$ cat src/rtl/spi_pkg.sv
// Shared definitions for the dual-lane SPI scheduler: sequencer states and lane count.
package spi_pkg;

    localparam int LANES = 2;

    typedef enum logic [2:0] {
        IDLE,
        SETUP,
        SHIFT,
        HOLD,
        ACK
    } state_e;

endpackage

$ cat src/rtl/spi_shifter.sv
// Dual-lane mode-0 shift engine: half-period and bit-pair counters, SCK generation,
// MSB-first transmit/receive registers and an end-of-shift done pulse.
module spi_shifter
    import spi_pkg::*;
#(
    parameter int WIDTH  = 8,
    parameter int CLKDIV = 2
) (
    input  logic               I_clk,
    input  logic               I_rst,
    input  logic               I_load,
    input  logic [WIDTH-1:0]   I_wdata,
    input  logic               I_setup,
    input  logic               I_shift,
    input  logic               I_active,
    input  logic [0:LANES-1]   I_miso,
    output logic               O_half_done,
    output logic               O_done,
    output logic [0:LANES-1]   O_sck,
    output logic [0:LANES-1]   O_mosi,
    output logic [WIDTH-1:0]   O_rx
);

    localparam int CW = (CLKDIV > 1) ? $clog2(CLKDIV) : 1;
    localparam int PW = (WIDTH > 2) ? $clog2(WIDTH / 2) : 1;

    logic [CW-1:0]    hcnt_q, hcnt_d;
    logic [PW-1:0]    pair_q, pair_d;
    logic             phase_q, phase_d;
    logic [WIDTH-1:0] tx_q, tx_d;
    logic [WIDTH-1:0] rx_q, rx_d;

    logic half_done, last_pair, rise, fall;

    // phase_q = 0 is the high half of an SCK period, 1 the low half.
    assign half_done = I_active && (hcnt_q == CW'(CLKDIV - 1));
    assign last_pair = (pair_q == PW'(WIDTH / 2 - 1));
    // SCK rises at the end of SETUP and at the end of every low half except the last.
    assign rise      = half_done && (I_setup || (I_shift && phase_q && !last_pair));
    assign fall      = I_shift && half_done && !phase_q;

    always_comb begin
        hcnt_d  = hcnt_q;
        phase_d = phase_q;
        pair_d  = pair_q;
        tx_d    = tx_q;
        rx_d    = rx_q;
        if (I_load) begin
            hcnt_d  = '0;
            phase_d = 1'b0;
            pair_d  = '0;
            tx_d    = I_wdata;
            rx_d    = '0;
        end else begin
            if (I_active) begin
                hcnt_d = half_done ? '0 : hcnt_q + 1'b1;
            end
            if (I_shift && half_done) begin
                phase_d = ~phase_q;
                if (phase_q) begin
                    pair_d = last_pair ? '0 : pair_q + 1'b1;
                end
            end
            if (rise) begin
                rx_d = WIDTH'({rx_q, I_miso[0], I_miso[1]});
            end
            if (fall) begin
                tx_d = WIDTH'({tx_q, 2'b00});
            end
        end
    end

    always_ff @(posedge I_clk or negedge I_rst) begin
        if (!I_rst) begin
            hcnt_q  <= '0;
            phase_q <= 1'b0;
            pair_q  <= '0;
            tx_q    <= '0;
            rx_q    <= '0;
        end else begin
            hcnt_q  <= hcnt_d;
            phase_q <= phase_d;
            pair_q  <= pair_d;
            tx_q    <= tx_d;
            rx_q    <= rx_d;
        end
    end

    assign O_half_done = half_done;
    assign O_done      = I_shift && half_done && phase_q && last_pair;
    assign O_sck       = {LANES{I_shift && !phase_q}};
    assign O_mosi      = I_active ? {tx_q[WIDTH-1], tx_q[WIDTH-2]} : '0;
    assign O_rx        = rx_q;

endmodule

$ cat src/rtl/spi_sched.sv
// Round-robin arbiter and transfer sequencer sharing one dual-lane SPI shift engine
// between NREQ requesters, each owning one chip-select.
module spi_sched
    import spi_pkg::*;
#(
    parameter int NREQ   = 2,
    parameter int WIDTH  = 8,
    parameter int CLKDIV = 2
) (
    input  logic                  I_clk,
    input  logic                  I_rst,
    input  logic [NREQ-1:0]       I_req,
    input  logic [NREQ*WIDTH-1:0] I_wdata,
    output logic [NREQ-1:0]       O_ack,
    output logic [WIDTH-1:0]      O_rdata,
    output logic                  O_busy,
    output logic [NREQ-1:0]       O_cs_n,
    output logic [0:LANES-1]      O_mosi,
    input  logic [0:LANES-1]      I_miso,
    output logic [0:LANES-1]      O_sck,
    output state_e                O_state
);

    localparam int GW = $clog2(NREQ);

    // Handshake: I_req[i] is a level; a request seen in IDLE is granted, its word captured,
    // and exactly one O_ack[i] pulse ends it. Dropping I_req mid-transfer never aborts.
    state_e           state_q, state_d;
    logic [GW-1:0]    last_q, last_d;
    logic [WIDTH-1:0] rdata_q, rdata_d;
    logic [GW-1:0]    win;
    logic             load, half_done, shift_done, active;
    logic [WIDTH-1:0] rx;

    always_comb begin
        win = last_q;
        for (int i = NREQ; i >= 1; i--) begin
            if (I_req[(int'(last_q) + i) % NREQ]) begin
                win = GW'((int'(last_q) + i) % NREQ);
            end
        end
    end

    always_comb begin
        state_d = state_q;
        last_d  = last_q;
        rdata_d = rdata_q;
        load    = 1'b0;
        unique case (state_q)
            IDLE: begin
                if (|I_req) begin
                    last_d  = win;
                    load    = 1'b1;
                    state_d = SETUP;
                end
            end
            SETUP: if (half_done) state_d = SHIFT;
            SHIFT: if (shift_done) state_d = HOLD;
            HOLD: begin
                if (half_done) begin
                    rdata_d = rx;
                    state_d = ACK;
                end
            end
            ACK: state_d = IDLE;
            default: state_d = IDLE;
        endcase
    end

    always_ff @(posedge I_clk or negedge I_rst) begin
        if (!I_rst) begin
            state_q <= IDLE;
            last_q  <= GW'(NREQ - 1);
            rdata_q <= '0;
        end else begin
            state_q <= state_d;
            last_q  <= last_d;
            rdata_q <= rdata_d;
        end
    end

    assign active = (state_q == SETUP) || (state_q == SHIFT) || (state_q == HOLD);

    always_comb begin
        O_cs_n = '1;
        O_ack  = '0;
        if (active) O_cs_n[last_q] = 1'b0;
        if (state_q == ACK) O_ack[last_q] = 1'b1;
    end

    spi_shifter #(
        .WIDTH (WIDTH),
        .CLKDIV(CLKDIV)
    ) u_shifter (
        .I_clk      (I_clk),
        .I_rst      (I_rst),
        .I_load     (load),
        .I_wdata    (I_wdata[int'(win)*WIDTH +: WIDTH]),
        .I_setup    (state_q == SETUP),
        .I_shift    (state_q == SHIFT),
        .I_active   (active),
        .I_miso     (I_miso),
        .O_half_done(half_done),
        .O_done     (shift_done),
        .O_sck      (O_sck),
        .O_mosi     (O_mosi),
        .O_rx       (rx)
    );

    assign O_rdata = rdata_q;
    assign O_busy  = (state_q != IDLE);
    assign O_state = state_q;

endmodule

$ cat config.mk
export PLATFORM = sky130hd
export DESIGN_NAME = spi_sched
export DESIGN_NICKNAME = d
export VERILOG_FILES = /design/src/rtl/spi_pkg.sv /design/src/rtl/spi_shifter.sv /design/src/rtl/spi_sched.sv
export SDC_FILE = /design/constraint.sdc
export NUM_CORES = 1
export LEC_CHECK = 0
export CAP_MARGIN = 20
export CORE_MARGIN = 2
export CORE_UTILIZATION = 25
export DETAILED_ROUTE_END_ITERATION = 6
export PLACE_DENSITY = 0.58
export SYNTH_ARGS = -nofsm -noshare
export SYNTH_HDL_FRONTEND = slang
export SYNTH_SLANG_ARGS = --single-unit
$ cat constraint.sdc
create_clock -name I_clk -period 3.78 [get_ports I_clk]
set_input_delay 0.756 -clock I_clk [delete_from_list [all_inputs] [get_ports I_clk]]
set_output_delay 0.756 -clock I_clk [all_outputs]
set_load 0.02 [all_outputs]
==> impl_results.md <==
- Via-to-Cell Ratio: ~4.5
- Post-Syn Instances: between 150 and 200
- Commonest cells in the netlist: dfrtp_1 (31), mux2i_1 (28), nand2_1 (22), nor2_1 (11)
- Die width: 84.7 um
- Final setup viols: 0
- DR WL/cell: 12.1 um
- Synth warn: 0
- FF-to-FF Start: O_state[2]
- Crit path DAT: 2.03 ns
- Post-CTS Hold Buffers: 0
- Largest net degree at the start of global routing: 33
- Final period util: 73.7%
- Fillers: 684
- Net count after synthesis: 179
- Number of global-route vias before repair: 1210
- DRC viols: 0
- Final Hold Viols: 0
- GP Congestion: 0.790
- Fmax: 0.359 GHz
- Cell chosen for the clock root: clkbuf_8
- Core ar.: roughly 6300 um^2
- Vias: 1222
- # port buffers: 41
- Max Slew Vio Count: 0
- Psw: 0.000736 W
- CP endpoint kind: primary output
- Slew @ Worst Pin: 0.634 ns
- GRT Total Usage: 9.95%
- M2 GR Usage: between 10% and 20%
- Final ANT Viol Nets: 0
- Peak VDD IR: 0.343 mV
- Met1 capacity usage during global routing: 13.3%
- Register area share after synthesis: 49.2%
- R2r setup slk: 1.93 ns
- Setup_tns: 0 ns
- Total grt overflow: 0
- Rows: 29
- Synth Area in Simple Gates: 17.8%
- Req. time, crit path: 3.02 ns
- Die height: approximately 85 um
- Final non-filler cell total: between 200 and 300
- Largest family of logic cells by synthesized area: simple AND/OR/NAND/NOR gates
- Min-Delay Endpoint: O_rdata[4]
- Worst-skew pair later-pin latency: 0.27 ns
- Synthesized area: roughly 1600 um^2
- Pint: 0.00107 W
- Sink Count: 32
- Synth Area in Adders: 0.768%
- FF-to-FF End: u_shifter.O_rx[5]
- CTS tree: built
- FF-to-FF path depth: 4
- Clk pwr share: between 10% and 20%
- Skew final: between 0.0015 and 0.002 ns
- Max Cap Viol: 0
- Global-route wire length before repair: 5730 um
- Initial core utilization: 25.8%
- Reg power frac: 35.9%
- Layout cell share with drive strength beyond 1: 10.2%
- N_diodes: 0
- Status: completed
- Unique masters post-synth: 35
- Post-synth EDFFs: 0
- Post-DP HPWL: ~2400 um
- Hold Crit Depth: 2
- Critical Path Start: O_state[0]
- Most used DFF post-synth: dfrtp_1
- CTS Buf Count: 5
- Detailed-route wire length: approximately 3300 um
- Slew headroom: just under 60%
- Leak Pwr: 0.960 nW
- Register area: 802 um^2
- PD cells: 833 nW/um^2
- Met3 capacity usage during global routing: 2.65%
- Layout Nets: 219
- Area Overhead vs Synth: 33.3%
- Switching share of power: 40.7%
- Setup bufs post-CTS: 0
- CTS max path bufs: 2
- Most used routing layer: met2
- Compound-Gate Fraction of Synth Area: approximately 9%
- Hold_sp: O_rdata[4]
- Ys async rst share: 100%
- Max H-tree Level: 2
- FF+latch count, synth: 32
- # IOs: 42
- Comb pwr share: 50.2%
- DR iter-0 viols: 56
- Die area: 7180 um^2
- Cts repair resizes: 0
- Tmin final: 2.79 ns
- Yosys top cell by area: dfrtp_1
- CP startpoint kind: flop
- Clk pin slew, worst setup/hold paths: around 0.07 ns
- DRT Pass-1 Iters: 4
- Worst-path fanout max: 13
- HP Class: flop to flop
- Synth top area cells: dfrtp_1 (48%), mux2i_1 (17%), nand2_1 (5.1%), o21ai_0 (2.8%), o21ai_2 (2.7%)
- Multi-input gate area: 741 um^2
- Post-synthesis xor/xnor area fraction: 0.538%
- Top-area cell type share of the netlist area: a little under half
- Inst Count DP: between 200 and 300
- RSZ-0062 raised after global routing: no
- Multiplexer share of the synthesized area: 17.2%
- Crit Path Category: flop to primary output
- Top-count cell post-synth: dfrtp_1
- Synth Area per Inst: ~10 um^2
- Initial antenna violation count: 0
## cell families (layout without fill, tap and decap cells)
kind of cell / count (synthesis) / after routing
AND/OR/NAND/NOR: 55 / 55
multiplexers: 28 / 28
XOR/XNOR: 1 / 1
adder cells (fa/ha/maj): 1 / 1
AO/OA/AOI/OAI: 21 / 21
buffers and inverters: 18 / 59
flip-flops: 32 / 32
## registers in the layout, indices dropped and copies added (netlist names)
signal,cells
O_rdata,8
O_state,3
last_q,1
u_shifter.O_rx,8
u_shifter.hcnt_q,1
u_shifter.pair_q,2
u_shifter.phase_q,1
u_shifter.tx_q,8
## metal layers
metal	vias up	wire length, um
met5	-	0
met4	0	37
met3	5	154
met2	26	1580
met1	581	1540
li1	610	-
## power groups by stage
stage | Combinational [W] | Clock (W) | Sequential [W]
after global placement | 0.000912 | 0 | 0.000655
after detailed placement | 0.000925 | 0 | 0.000658
after global routing | 0.00100 | 0.000276 | 0.000681
final | 0.000907 | 0.000252 | 0.000649
after CTS | 0.000927 | 0.000260 | 0.000653
after floorplan | 0.000631 | 0 | 0.000644
## worst max path at each step
| stage | endpoint | slack, ns | depth (start not counted) |
|---|---|---|---|
| floorplan | O_sck[0] | 1.49 | 3 |
| global placement | O_mosi[0] | 1.28 | 4 |
| detailed placement | O_mosi[0] | 1.28 | 4 |
| CTS | O_mosi[0] | 0.97 | 4 |
| global route | O_mosi[0] | 0.86 | 4 |
| finish | O_mosi[0] | 0.99 | 4 |
## critical path, stage by stage, from the launching register on
cell and delay (ns):
dfrtp_1 0.52, nor2_1 0.39, nor2_1 0.14, and2_1 0.19, clkdlybuf4s50_1 0.53
## area by class of cell
cell class | count | share of cell area [%]
Tap cell | 77 | 4.44
Multi-Input combinational cell | 106 | 34.1
Clock buffer | 7 | 3.51
Inverter | 9 | 1.56
Clock inverter | 1 | 0.230
Sequential cell | 32 | 36.9
Timing Repair Buffer | 42 | 19.2
## cell usage in the layout (no fill, tap or decap), types with 2 or more instances in the layout
cell and instances:
mux2i_1 28, nand2b_1 2, and2_1 2, a22o_1 2, clkdlybuf4s50_1 41, clkbuf_1 2
o21ai_0 9, inv_1 9, dfrtp_1 31, nor3_1 5, o21ai_2 5, nor2_1 11
nand3b_2 2, nand2_1 22, clkbuf_8 5
## metrics by stage
step	instance area, um^2	utilization (%)	hold WS, ns	setup slack (ns)	power, W
2_1_floorplan	1630	-	0.460	1.49	0.00128
3_3_place_gp	2090	33.1	0.472	1.28	0.00157
3_5_place_dp	2090	33.1	0.471	1.28	0.00158
4_1_cts	2170	34.4	0.486	0.974	0.00184
5_1_grt	2170	34.4	0.514	0.859	0.00196
6_report	2170	34.4	0.478	0.993	0.00181
No activity file was read; power rests on OpenSTA's default activity.
